===== src/rtl/obc_da_pkg.sv =====
// Shared types and default sizes for the OBC distributed-arithmetic sequencer.
// One sequencer instance serves one output coefficient and its ROM.
package obc_da_pkg;

   localparam int N_PTS  = 16;
   localparam int W_DEF  = 16;
   localparam int RW_DEF = 32;
   localparam int AW_DEF = 48;
   localparam int CNT_W  = $clog2(W_DEF);

   typedef enum logic [1:0] {
      IDLE  = 2'd0,
      SHIFT = 2'd1,
      DONE  = 2'd2
   } state_t;

endpackage


===== src/rtl/obc_plane_shifter.sv =====
// Sixteen parallel W-bit load/shift registers; their LSBs form the current bit-plane.
// Zero fill empties every register after W shifts, so xbit is 0 outside the shift phase.
module obc_plane_shifter
   import obc_da_pkg::*;
#(
   parameter int W = W_DEF
) (
   input  logic                 clk,
   input  logic                 rst_n,
   input  logic                 load,
   input  logic                 shift,
   input  logic [N_PTS*W-1:0]   data,
   output logic [N_PTS-1:0]     xbit
);

   logic [W-1:0] sr [N_PTS];

   always_ff @(posedge clk or negedge rst_n) begin
      if (!rst_n) begin
         for (int k = 0; k < N_PTS; k++) sr[k] <= '0;
      end else if (load) begin
         for (int k = 0; k < N_PTS; k++) sr[k] <= data[k*W +: W];
      end else if (shift) begin
         for (int k = 0; k < N_PTS; k++) sr[k] <= sr[k] >> 1;
      end
   end

   for (genvar g = 0; g < N_PTS; g++) begin : g_lsb
      assign xbit[g] = sr[g][0];
   end

endmodule


===== src/rtl/obc_da_sequencer.sv =====
// Bit-plane sequencer and shift-accumulator feeding one 16-input OBC DA ROM.
//  state | meaning
//  IDLE  | waiting for a sample block, in_ready high
//  SHIFT | presenting plane n (LSB first), accumulating rom_in << n
//  DONE  | out_data holds the finished term until out_ready
module obc_da_sequencer
   import obc_da_pkg::*;
#(
   parameter int W  = W_DEF,
   parameter int RW = RW_DEF,
   parameter int AW = AW_DEF
) (
   input  logic                 clk,
   input  logic                 rst_n,
   input  logic                 in_valid,
   output logic                 in_ready,
   input  logic [N_PTS*W-1:0]   in_data,
   input  logic [AW-1:0]        offset,
   output logic [N_PTS-1:0]     xbit,
   output logic                 m,
   input  logic [RW-1:0]        rom_in,
   output logic                 out_valid,
   input  logic                 out_ready,
   output logic [AW-1:0]        out_data,
   output logic                 busy
);

   localparam int NW = $clog2(W);

   state_t          state_q, state_d;
   logic [NW-1:0]   n_q;
   logic [AW-1:0]   acc_q;
   logic [AW-1:0]   rom_ext;
   logic            m_q;
   logic            accept;
   logic            last;

   assign accept  = in_valid && (state_q == IDLE);
   assign last    = (n_q == NW'(W-1));
   assign rom_ext = AW'(signed'(rom_in));

   always_comb begin
      state_d = state_q;
      case (state_q)
         IDLE:    if (in_valid)  state_d = SHIFT;
         SHIFT:   if (last)      state_d = DONE;
         DONE:    if (out_ready) state_d = IDLE;
         default:                state_d = IDLE;
      endcase
   end

   // m is registered, so it is raised one plane early to line up with plane W-1.
   always_ff @(posedge clk or negedge rst_n) begin
      if (!rst_n) begin
         state_q <= IDLE;
         n_q     <= '0;
         acc_q   <= '0;
         m_q     <= 1'b0;
      end else begin
         state_q <= state_d;
         m_q     <= (state_q == SHIFT) && (n_q == NW'(W-2));
         if (accept) begin
            acc_q <= offset;
            n_q   <= '0;
         end else if (state_q == SHIFT) begin
            acc_q <= acc_q + (rom_ext << n_q);
            n_q   <= n_q + 1'b1;
         end
      end
   end

   obc_plane_shifter #(.W(W)) u_shifter (
      .clk   (clk),
      .rst_n (rst_n),
      .load  (accept),
      .shift (state_q == SHIFT),
      .data  (in_data),
      .xbit  (xbit)
   );

   assign m         = m_q;
   assign out_data  = acc_q;
   assign in_ready  = (state_q == IDLE);
   assign out_valid = (state_q == DONE);
   assign busy      = (state_q == SHIFT) || (state_q == DONE);

endmodule

===== config.mk =====
export PLATFORM = sky130hd
export DESIGN_NAME = obc_da_sequencer
export DESIGN_NICKNAME = d
export VERILOG_FILES = /design/src/rtl/obc_da_pkg.sv /design/src/rtl/obc_plane_shifter.sv /design/src/rtl/obc_da_sequencer.sv
export SDC_FILE = /design/constraint.sdc
export NUM_CORES = 1
export LEC_CHECK = 0
export ABC_AREA = 1
export CAP_MARGIN = 20
export CORE_UTILIZATION = 44
export DETAILED_ROUTE_END_ITERATION = 8
export GPL_TIMING_DRIVEN = 0
export PLACE_DENSITY = 0.73
export SLEW_MARGIN = 20
export SYNTH_ARGS = -nofsm -noshare
export SYNTH_HDL_FRONTEND = slang
export SYNTH_SLANG_ARGS = --single-unit

===== constraint.sdc =====
create_clock -name clk -period 2.8 [get_ports clk]
set_input_delay 0.56 -clock clk [delete_from_list [all_inputs] [get_ports clk]]
set_output_delay 0.56 -clock clk [all_outputs]
set_load 0.02 [all_outputs]

# Word level (Yosys, flattened, before mapping)
# Index checks and enable logic that the tools add are counted.
[classes]
n_mux = 10
shift = 1
addsub = 2
n_reduce_logical = 6
n_eq_ne = 7
[op_table]
columns = ["cell", "n"]
rows = [
  ["two-way mux 256 bit", 2],
  ["two-way mux 48 bit", 2],
  ["adder 48 bit", 1],
  ["<< shifter 48 x 4 -> 48 bit", 1],
  ["== test 4 bit (second input constant)", 2],
  ["two-way mux 4 bit", 2],
  ["two-way mux 2 bit", 3],
  ["case mux 2 bit (3 select lines)", 1],
  ["adder 4 x 1 -> 4 bit (second input constant)", 1],
  ["!= test 2 bit (second input constant)", 2],
  ["AND reduction 3 bit", 1],
  ["== test 2 x 1 -> 1 bit (second input constant)", 1],
  ["== test 2 bit (second input constant)", 1],
  ["logical AND 1 bit", 2],
  ["logical NOT 2 bit", 1],
  ["!= test 2 x 1 -> 1 bit (second input constant)", 1],
  ["nonzero test 2 bit", 1],
  ["logical OR 1 bit", 1],
]
[totals]
ff_bits = 311
out_inout_bits = 68

# Depth between registers and ports, before layout
# Gate-level depths: netlist (run 1).
[depth]
ltp_word = 4
mapped_depth = 26
mapped_depth_nobuf = 24

# By module
# From an unflattened synthesis (run 1), not the netlist that was laid out.
[hier_totals]
hier_cells = 2976
area_unflattened_um2 = 20031.7
[by_module_without_submodules]
columns = ["mod", "area_each_um2", "cells_each", "n_inst"]
rows = [
  ["obc_plane_shifter", 11681.2, 1395, 1],
  ["obc_da_sequencer", 8350.5, 1581, 1],
]

# Least setup slack after synthesis (run 1)
# Ideal clock, no wire load.
[synth_path]
path_type = "register to register"
startpoint = "register n_q[1]"
endpoint = "register acc_q[40], in the netlist out_data[40]"
stages_incl_launch_ff = 22
period_less_slack_ns = 2.706
setup_slack_ns = 0.094
required_ns = 2.684
arrival_time_ns = 2.590
cell_sequence = "dfrtp_1 -> buf_2 -> inv_2 -> clkbuf_1 -> nand2_1 -> nor2_1 -> inv_1 -> nor2_1 -> inv_1 -> fa_1 -> inv_1 -> nand3_1 -> nand3_1 -> nand2_1 -> nand2_1 -> nand2_1 -> nand3_2 -> nand2_1 -> nand3_1 -> nand3_1 -> nand2_1 -> nand2_1"
[synth_between]
elab_chain_len = 4
[synth_rtl]
columns = ["element", "line_no", "rtl"]
rows = [
  ["start: declaration", "obc_da_sequencer.sv:31", "logic [NW-1:0] n_q;"],
  ["start signal: assignment", "obc_da_sequencer.sv:67", "n_q <= n_q + 1'b1;"],
  ["<< shifter 48 x 4 -> 48 bit", "obc_da_sequencer.sv:66", "acc_q <= acc_q + (rom_ext << n_q);"],
  ["adder 48 bit", "obc_da_sequencer.sv:66", ""],
  ["two-way mux 48 bit", "obc_da_sequencer.sv:65", "end else if (state_q == SHIFT) begin"],
  ["two-way mux 48 bit", "obc_da_sequencer.sv:62", "if (accept) begin"],
  ["end signal: assignment", "obc_da_sequencer.sv:63", "acc_q <= offset;"],
  ["end signal: assignment", "obc_da_sequencer.sv:66", ""],
  ["end: declaration", "obc_da_sequencer.sv:32", "logic [AW-1:0] acc_q;"],
]
# No other way between the ends. The select of a mux whose other input is x is not followed.
# A chain may end at the register's enable or synchronous reset.

# Worst setup path after layout (run 1)
[layout_path]
startpoint = "register n_q[0]"
endpoint = "register acc_q[36], in the netlist out_data[36]"
# Same word-level chain as after synthesis.

==> results of run 1 <==
## worst min path at each step
stage	start	endpoint	slack (ns)	cells after the start
3_3_place_gp	u_shifter.sr[17]	u_shifter.sr[17]	0.46	2
5_1_grt	u_shifter.sr[65]	u_shifter.sr[65]	0.50	2
3_5_place_dp	u_shifter.sr[145]	u_shifter.sr[145]	0.47	2
2_1_floorplan	rst_n	m	0.26	0
4_1_cts	u_shifter.sr[145]	u_shifter.sr[145]	0.48	2
6_report	u_shifter.sr[113]	u_shifter.sr[113]	0.48	2
## registers in the layout (all words and copies together), names as in the netlist
register	cells
m	1
n_q	4
state_q	2
u_shifter.xbit	16
out_data	48
u_shifter.sr	240
## per-layer routing
layer	up-vias	wire [µm]	global-route usage [%]
met5	-	193	0
met4	28	3860	14.7
met3	208	5540	7.30
met2	800	38700	58.0
met1	10500	32100	41.2
li1	10500	-	-
## cells in the final DEF, fill, tap and decap left out, types with 9 or more instances in the layout
cell type                           n
sky130_fd_sc_hd__clkbuf_2          15
sky130_fd_sc_hd__clkbuf_16         38
sky130_fd_sc_hd__nor2_4            47
sky130_fd_sc_hd__nor2_2            31
sky130_fd_sc_hd__clkbuf_1         107
sky130_fd_sc_hd__o21ai_4           23
sky130_fd_sc_hd__nand2_4           38
sky130_fd_sc_hd__o21ai_1           30
sky130_fd_sc_hd__clkdlybuf4s50_1  405
sky130_fd_sc_hd__nand2_2          117
sky130_fd_sc_hd__a21oi_2           21
sky130_fd_sc_hd__nand3_4           13
sky130_fd_sc_hd__dfrtp_1          310
sky130_fd_sc_hd__inv_1            460
sky130_fd_sc_hd__ha_4              39
sky130_fd_sc_hd__nor2_1            56
sky130_fd_sc_hd__nand3_1          118
sky130_fd_sc_hd__o21ai_2           40
sky130_fd_sc_hd__o21ai_0          712
sky130_fd_sc_hd__buf_6             10
sky130_fd_sc_hd__nand2_1          573
sky130_fd_sc_hd__inv_2             41
sky130_fd_sc_hd__buf_2             23
sky130_fd_sc_hd__nand4_1           12
sky130_fd_sc_hd__nand3_2           18
sky130_fd_sc_hd__a21oi_1            9
sky130_fd_sc_hd__buf_4             84
## where the power goes
part | switching (W) | internal (W) | total, W
sequential | 0.00119 | 0.00691 | 0.00810
combinational | 0.0201 | 0.0120 | 0.0321
clock | 0.00204 | 0.00277 | 0.00481
## cell type report
| class | count | area [µm²] | share of cell area, % |
|---|---|---|---|
| buffer | 175 | 907 | 3.11 |
| sequential | 311 | 7780 | 26.7 |
| timing repair buffer | 480 | 4720 | 16.2 |
| antenna | 8 | 20.0 | 0.0686 |
| multi-input combinational | 1977 | 11900 | 40.8 |
| inverter | 504 | 1910 | 6.55 |
| clock buffer | 47 | 972 | 3.33 |
| clock inverter | 17 | 224 | 0.767 |
| tap | 592 | 741 | 2.54 |
## through the flow
| step | cell area, µm² | std cells | hold WS, ns | worst slack, ns |
|---|---|---|---|---|
| after global routing | 29200 | 4108 | 0.504 | -0.434 |
| after CTS | 27800 | 4069 | 0.483 | -0.212 |
| after floorplan | 20000 | 2969 | 0.264 | 0.0940 |
| final | 29200 | 4111 | 0.484 | -0.279 |
| after global placement | 24800 | 3968 | 0.464 | -12.73 |
| after detailed placement | 24900 | 3971 | 0.466 | -1.56 |
## critical path: stages (launching register included)
cell and delay [ns]:
sky130_fd_sc_hd__dfrtp_1 0.37, sky130_fd_sc_hd__buf_6 0.16, sky130_fd_sc_hd__clkinv_8 0.08, sky130_fd_sc_hd__clkbuf_16 0.16, sky130_fd_sc_hd__nand2_2 0.06, sky130_fd_sc_hd__nand2_2 0.07, sky130_fd_sc_hd__o21ai_2 0.18, sky130_fd_sc_hd__nor2_1 0.08
sky130_fd_sc_hd__a31oi_2 0.24, sky130_fd_sc_hd__o21ai_1 0.16, sky130_fd_sc_hd__ha_4 0.34, sky130_fd_sc_hd__nand2_4 0.08, sky130_fd_sc_hd__inv_2 0.06, sky130_fd_sc_hd__nand2_1 0.08, sky130_fd_sc_hd__nor2_4 0.18, sky130_fd_sc_hd__nand4_1 0.16
sky130_fd_sc_hd__nand3_4 0.18, sky130_fd_sc_hd__nand2_2 0.07, sky130_fd_sc_hd__nand3_1 0.07, sky130_fd_sc_hd__nand3_1 0.08, sky130_fd_sc_hd__nand2_1 0.08, sky130_fd_sc_hd__nand2_1 0.04
## kinds of logic after synthesis
group / after synthesis
simple gates: 1035
compound gates: 866
buf+inv: 681
flops: 311
fa+ha+maj: 53
xor+xnor: 18
mux: 5
## timing repair
action	4_1_cts	5_1_grt
hold endpoints to repair	20	0
pin swaps	95	99
hold buffers	1	0
gates resized for setup	436	260
cloned	1	1
endpoints found under the setup margin	62	68
buffers inserted	33	34
==> summary.txt, run 1 <==
==================================================================================
Outcome ............................................................. complete, but fails checks
Violated checks ..................................................... negative setup slack
Placed wire-length estimate .........................................      61.6 mm
Number of nets in the synthesized netlist ...........................         3362
Number of antenna violations at the first check in global routing ...           22
Drt first pass iters ................................................            8
Net total in the final layout .......................................         3878
Beginning of the worst register-to-register path ....................       n_q[0]
H-Tree Depth ........................................................            2
CP max FO ...........................................................            7
Final Cycle Share ...................................................         110%
Critical path data required time ....................................      3.25 ns
WL final ............................................................      80.4 mm
R2r setup slk .......................................................     -0.28 ns
GP Congestion .......................................................        0.986
Post-DR vias/cell ...................................................         5.36
Endpoint of the worst register-to-register path ..................... out_data[36]
Routed wirelength normalized by instance count ......................      19.6 µm
Row count ...........................................................           77
Number of slew-limit violations in the final report .................            0
Max clock buf depth .................................................            3
Mean post-synth cell area ...........................................     6.74 µm²
Synthesized netlist cell count ......................................         2969
Adder-cell share of the synthesized area ............................        3.35%
Design Power ........................................................     0.0450 W
Dominant cell by count in the synthesized netlist ................... sky130_fd_sc_hd__o21ai_0
Total power divided by cell area ....................................  1540 mW/mm²
Layout cells sized above 1 ..........................................        19.0%
Synth Cell Area .....................................................   0.0200 mm²
Element type at the critical path end ...............................         flop
Number of fill cells in the layout ..................................         3971
Warnings from Yosys .................................................            0
Multiplexer area fraction after synthesis ...........................       0.250%
Total DRC errors in the routed layout ...............................            0
Setup skew after layout .............................................    0.0211 ns
Final setup vio count ...............................................           42
Initial cell density of the core ....................................        45.0%
Post-layout util ....................................................        65.6%
Floorplan die height ................................................       215 µm
Signed area change from the synthesized netlist to the final layout .        45.8%
Most frequently used flop master after synthesis .................... sky130_fd_sc_hd__dfrtp_1
Combined global-route utilization of all metal layers ...............        34.0%
Origin of the worst setup path ......................................       n_q[0]
Startpoint class of the critical path ...............................         flop
Post-synthesis compound-gate area fraction ..........................        22.0%
Simple-gate share of the synthesized area ...........................        21.4%
Area contributors post-synth ........................................ sky130_fd_sc_hd__dfrtp_1 39%, sky130_fd_sc_hd__o21ai_0 20%, sky130_fd_sc_hd__nand2_1 13%, sky130_fd_sc_hd__inv_1 9.2%, sky130_fd_sc_hd__nand3_1 3.6%
Number of nets with antenna violations after detailed routing .......            0
Final Worst Setup Slack .............................................    -0.279 ns
TritonCTS buffer count ..............................................           36
Highest Clock Rate ..................................................      325 MHz
Die outline area ....................................................   0.0463 mm²
Synth top area share ................................................        38.9%
RSZ-0062 raised after global routing ................................         true
Worst slew slack as a fraction of its limit .........................        44.6%
Via count of the first global-routing pass ..........................        21600
Cell leakage power ..................................................      13.7 nW
Clock transition at path regs .......................................      0.06 ns
Vias ................................................................        22000
Summed negative setup slack over all endpoints ......................     -7.87 ns
Number of sinks on the clock net ....................................          311
Type of the worst min-delay path .................................... flop to flop
Crit path kind ...................................................... flop to flop
Flip-flop and latch count after synthesis ...........................          311
Most instantiated cells after synthesis ............................. 789 x sky130_fd_sc_hd__o21ai_0, 716 x sky130_fd_sc_hd__nand2_1, 492 x sky130_fd_sc_hd__inv_1, 311 x sky130_fd_sc_hd__dfrtp_1, 142 x sky130_fd_sc_hd__nand3_1
Worst Reg-to-Reg Cells ..............................................           21
Maximum number of pins on one net before global-route repair ........          100
Asr flop ratio synth ................................................         100%
Final-report hold violation count ...................................            0
Combinational family with the most area after synthesis ............. compound AO/OA/AOI/OAI gates
Leftover overflow at the end of global routing ......................            0
Root buffer cell .................................................... sky130_fd_sc_hd__clkbuf_16
Drt first-iter violations ...........................................         1818
Count of pins on the block boundary .................................          408
Xor/xnor share of the synthesized area ..............................       0.788%
Core area ...........................................................   0.0445 mm²
Distinct cell type count of the synthesized netlist .................           35
Min Clock Period, post-route ........................................      3.08 ns
Cell type contributing the most total cell area after synthesis ..... sky130_fd_sc_hd__dfrtp_1
Floorplan die width .................................................       215 µm
First-pass GRT wire length ..........................................       121 mm
Buffers on Ports ....................................................          407
Post-synth EDFFs ....................................................            0
Slew at the pin closest to its max-slew limit .......................     0.832 ns
Clock tree from TritonCTS ...........................................        built
Post-synthesis sequential area ratio ................................        38.9%
Capturing instance or port of the critical path ..................... out_data[36]
Worst Path Arrival ..................................................      3.53 ns
Clock latency on the worst-skew pair ................................      0.57 ns
Peak supply drop ....................................................       809 µV
Max-capacitance violation count .....................................            0
==================================================================================
No activity file was read; power rests on OpenSTA's default activity.
==> run 2: changes to the inputs <==
Settings changed: CORE_ASPECT_RATIO set to 1.1.
==> run 2 against run 1 <==
The flow still finishes with violations (negative setup slack); worst setup slack worse by 0.0066 ns; clock skew down 0.010 ns; die area about the same; highest routed layer unchanged; routed wire length up 1.7%; global-route usage up 0.48 points; maximum frequency down 0.21%; hold slack worse by 0.052 ns; first-iteration DRC count down 2.3%.
==> summary.txt, run 2 (synthesis gave the netlist of run 1 again) <==
======================================================================================
Outcome ................................................................. complete, but fails checks
Violated checks ......................................................... negative setup slack
Worst Path Arrival ......................................................      3.52 ns   about the same
Floorplan die width .....................................................       205 µm   -4.6%
Number of sinks on the clock net ........................................          311   unchanged
Routed wirelength normalized by instance count ..........................      19.9 µm   +1.7%
GP Congestion ...........................................................         1.02   +3.4%
Library cell contributing the largest single delay on the critical path . sky130_fd_sc_hd__dfrtp_1
H-Tree Depth ............................................................            2   unchanged
Root buffer cell ........................................................ sky130_fd_sc_hd__clkbuf_16
Crit path kind .......................................................... flop to flop
Count of pins on the block boundary .....................................          408   unchanged
Floorplan die height ....................................................       226 µm   +4.8%
Post-DR vias/cell .......................................................         5.45   +1.7%
Initial cell density of the core ........................................        44.8%   -0.19 points
Min Clock Period, post-route ............................................      3.09 ns   +0.00659 ns
Slew at the pin closest to its max-slew limit ...........................     0.841 ns   +0.00919 ns
Most prevalent standard cell on the critical path ....................... sky130_fd_sc_hd__nand2_1
Max-capacitance violation count .........................................            0   unchanged
Number of slew-limit violations in the final report .....................            0   unchanged
Drt first pass iters ....................................................            6   -2
Final setup vio count ...................................................           39   -7.1%
Most frequent standard cell in the layout excluding fill and tap cells .. sky130_fd_sc_hd__o21ai_0
Combined global-route utilization of all metal layers ...................        34.5%   +0.48 points
Startpoint class of the critical path ...................................         flop
Vias ....................................................................        22400   +1.7%
Row count ...............................................................           81   +5.2%
Max clock buf depth .....................................................            3   unchanged
Layout cells sized above 1 ..............................................        20.9%   +2.0 points
Top reg by flops ........................................................ u_shifter.sr
Leading cell types in the layout, fill and taps excluded ................ 711 x sky130_fd_sc_hd__o21ai_0, 535 x sky130_fd_sc_hd__nand2_1, 447 x sky130_fd_sc_hd__inv_1
Leftover overflow at the end of global routing ..........................            0   unchanged
Clock transition at path regs ...........................................      0.06 ns   about the same
Drt first-iter violations ...............................................         1777   -2.3%
Via count of the first global-routing pass ..............................        21700   +0.56%
TritonCTS buffer count ..................................................           36   unchanged
Slowest stage delay, CP .................................................      0.39 ns   +0.02 ns
Capturing instance or port of the critical path ......................... out_data[39]
Worst Reg-to-Reg Cells ..................................................           22   +4.8%
Placed wire-length estimate .............................................      61.6 mm   about the same
Element type at the critical path end ...................................         flop
Setup skew after layout .................................................    0.0107 ns   -0.0103 ns
Total DRC errors in the routed layout ...................................            0   unchanged
Core area ...............................................................   0.0447 mm²   +0.41%
Net total in the final layout ...........................................         3885   +0.18%
Critical path data required time ........................................      3.24 ns   about the same
CP max FO ...............................................................            7   unchanged
First-pass GRT wire length ..............................................       121 mm   about the same
Final Worst Setup Slack .................................................    -0.286 ns   -0.00659 ns
Type of the worst min-delay path ........................................ input port to async pin
Final Cycle Share .......................................................         110%   +0.24 points
RSZ-0062 raised after global routing ....................................         true
Summed negative setup slack over all endpoints ..........................     -7.24 ns   +0.629 ns
Number of antenna violations at the first check in global routing .......           20   -9.1%
Buffers on Ports ........................................................          407   unchanged
Signed area change from the synthesized netlist to the final layout .....        48.2%
Worst slew slack as a fraction of its limit .............................        43.9%   -0.61 points
Highest Clock Rate ......................................................      324 MHz   -0.21%
Clock tree from TritonCTS ...............................................        built
Endpoint of the worst register-to-register path ......................... out_data[39]
Die outline area ........................................................   0.0463 mm²   about the same
Number of nets with antenna violations after detailed routing ...........            0   unchanged
R2r setup slk ...........................................................     -0.29 ns   about the same
Origin of the worst setup path ..........................................       n_q[0]
Maximum number of pins on one net before global-route repair ............           88   -12%
Number of fill cells in the layout ......................................         3889   -2.1%
Beginning of the worst register-to-register path ........................       n_q[0]
Largest register FFs ....................................................          240   unchanged
Final-report hold violation count .......................................            0   unchanged
WL final ................................................................      81.8 mm   +1.7%
Cells along the critical path ........................................... buf_6 -> inv_8 -> buf_8 -> nand2_1 -> nand2_2 -> o21ai_1 -> mux2i_1 -> inv_2 -> o21ai_4 -> ha_4 -> nand2_1 -> nand2_2 -> nand2_1 -> nand2_1 -> a21oi_2 -> inv_1 -> a21oi_2 -> nand2_1 -> nand2_1 -> nand3_2 -> nand2_1 -> nand2_1
Clock latency on the worst-skew pair ....................................      0.56 ns   about the same
======================================================================================
==> run 2: metal layers <==
| layer | part of all wire [%] | routed length [µm] | global-route usage [%] |
|---|---|---|---|
| met4 | 5.1 | 4150 | 15.7 |
| met3 | 7.4 | 6030 | 7.55 |
| met2 | 49 | 39900 | 59.2 |
| met5 | 0.17 | 138 | 0 |
| met1 | 39 | 31600 | 41.0 |
==> run 2: layout make-up <==
class,count,area [µm²],area share [%]
Multi-Input combinational cell,1977,12200,41.2
Tap cell,581,727,2.45
Antenna cell,11,27.5,0.0928
Clock buffer,59,1140,3.84
Buffer,175,892,3.01
Sequential cell,311,7780,26.2
Inverter,504,1910,6.45
Clock inverter,7,124,0.418
Timing Repair Buffer,487,4840,16.3
==> run 2: metrics by stage <==
stage / area [µm²] / hold slack [ns] / setup slack, ns / std cells / utilization, %
6_report: 29700 / 0.432 / -0.286 / 4112 / 66.4
5_1_grt: 29700 / 0.442 / -0.437 / 4110 / 66.3
4_1_cts: 28400 / 0.424 / -0.230 / 4079 / 63.5
3_5_place_dp: 24900 / 0.422 / -1.76 / 3961 / 55.8
3_3_place_gp: 24800 / 0.464 / -12.58 / 3957 / 55.5
2_1_floorplan: 20000 / 0.264 / 0.0940 / 2969 / -
==> run 2: critical path, delay by kind of cell, from the launching register on <==
kind                     cells  cell delay [ns]
AO/OA/AOI/OAI                4             0.64
adder cells (fa/ha/maj)      1             0.27
buffers and inverters        5             0.54
flip-flops                   1             0.39
multiplexers                 1             0.19
AND/OR/NAND/NOR             11             0.93
==> run 2: worst min path at each step <==
| stage | from | to | slack (ns) | depth (start not counted) |
|---|---|---|---|---|
| after floorplan | rst_n | m | 0.26 | 0 |
| after global placement | u_shifter.sr[129] | u_shifter.sr[129] | 0.46 | 2 |
| after detailed placement | rst_n | u_shifter.sr[58] | 0.42 | 1 |
| after CTS | rst_n | u_shifter.sr[58] | 0.42 | 2 |
| after global routing | rst_n | u_shifter.sr[57] | 0.44 | 2 |
| final | rst_n | u_shifter.sr[58] | 0.43 | 2 |
==> run 2: repair_timing <==
action	CTS	global route
buffers inserted	51	22
setup endpoints to repair	64	47
endpoints found under the hold margin	27	0
resized for setup	526	268
pin swaps	146	121
hold buffers	1	0
gates cloned	2	0
Power of run 2 is left out: the tool's default activity adds up to more than one toggle a clock period on the data nets, which glitch-free logic cannot reach.
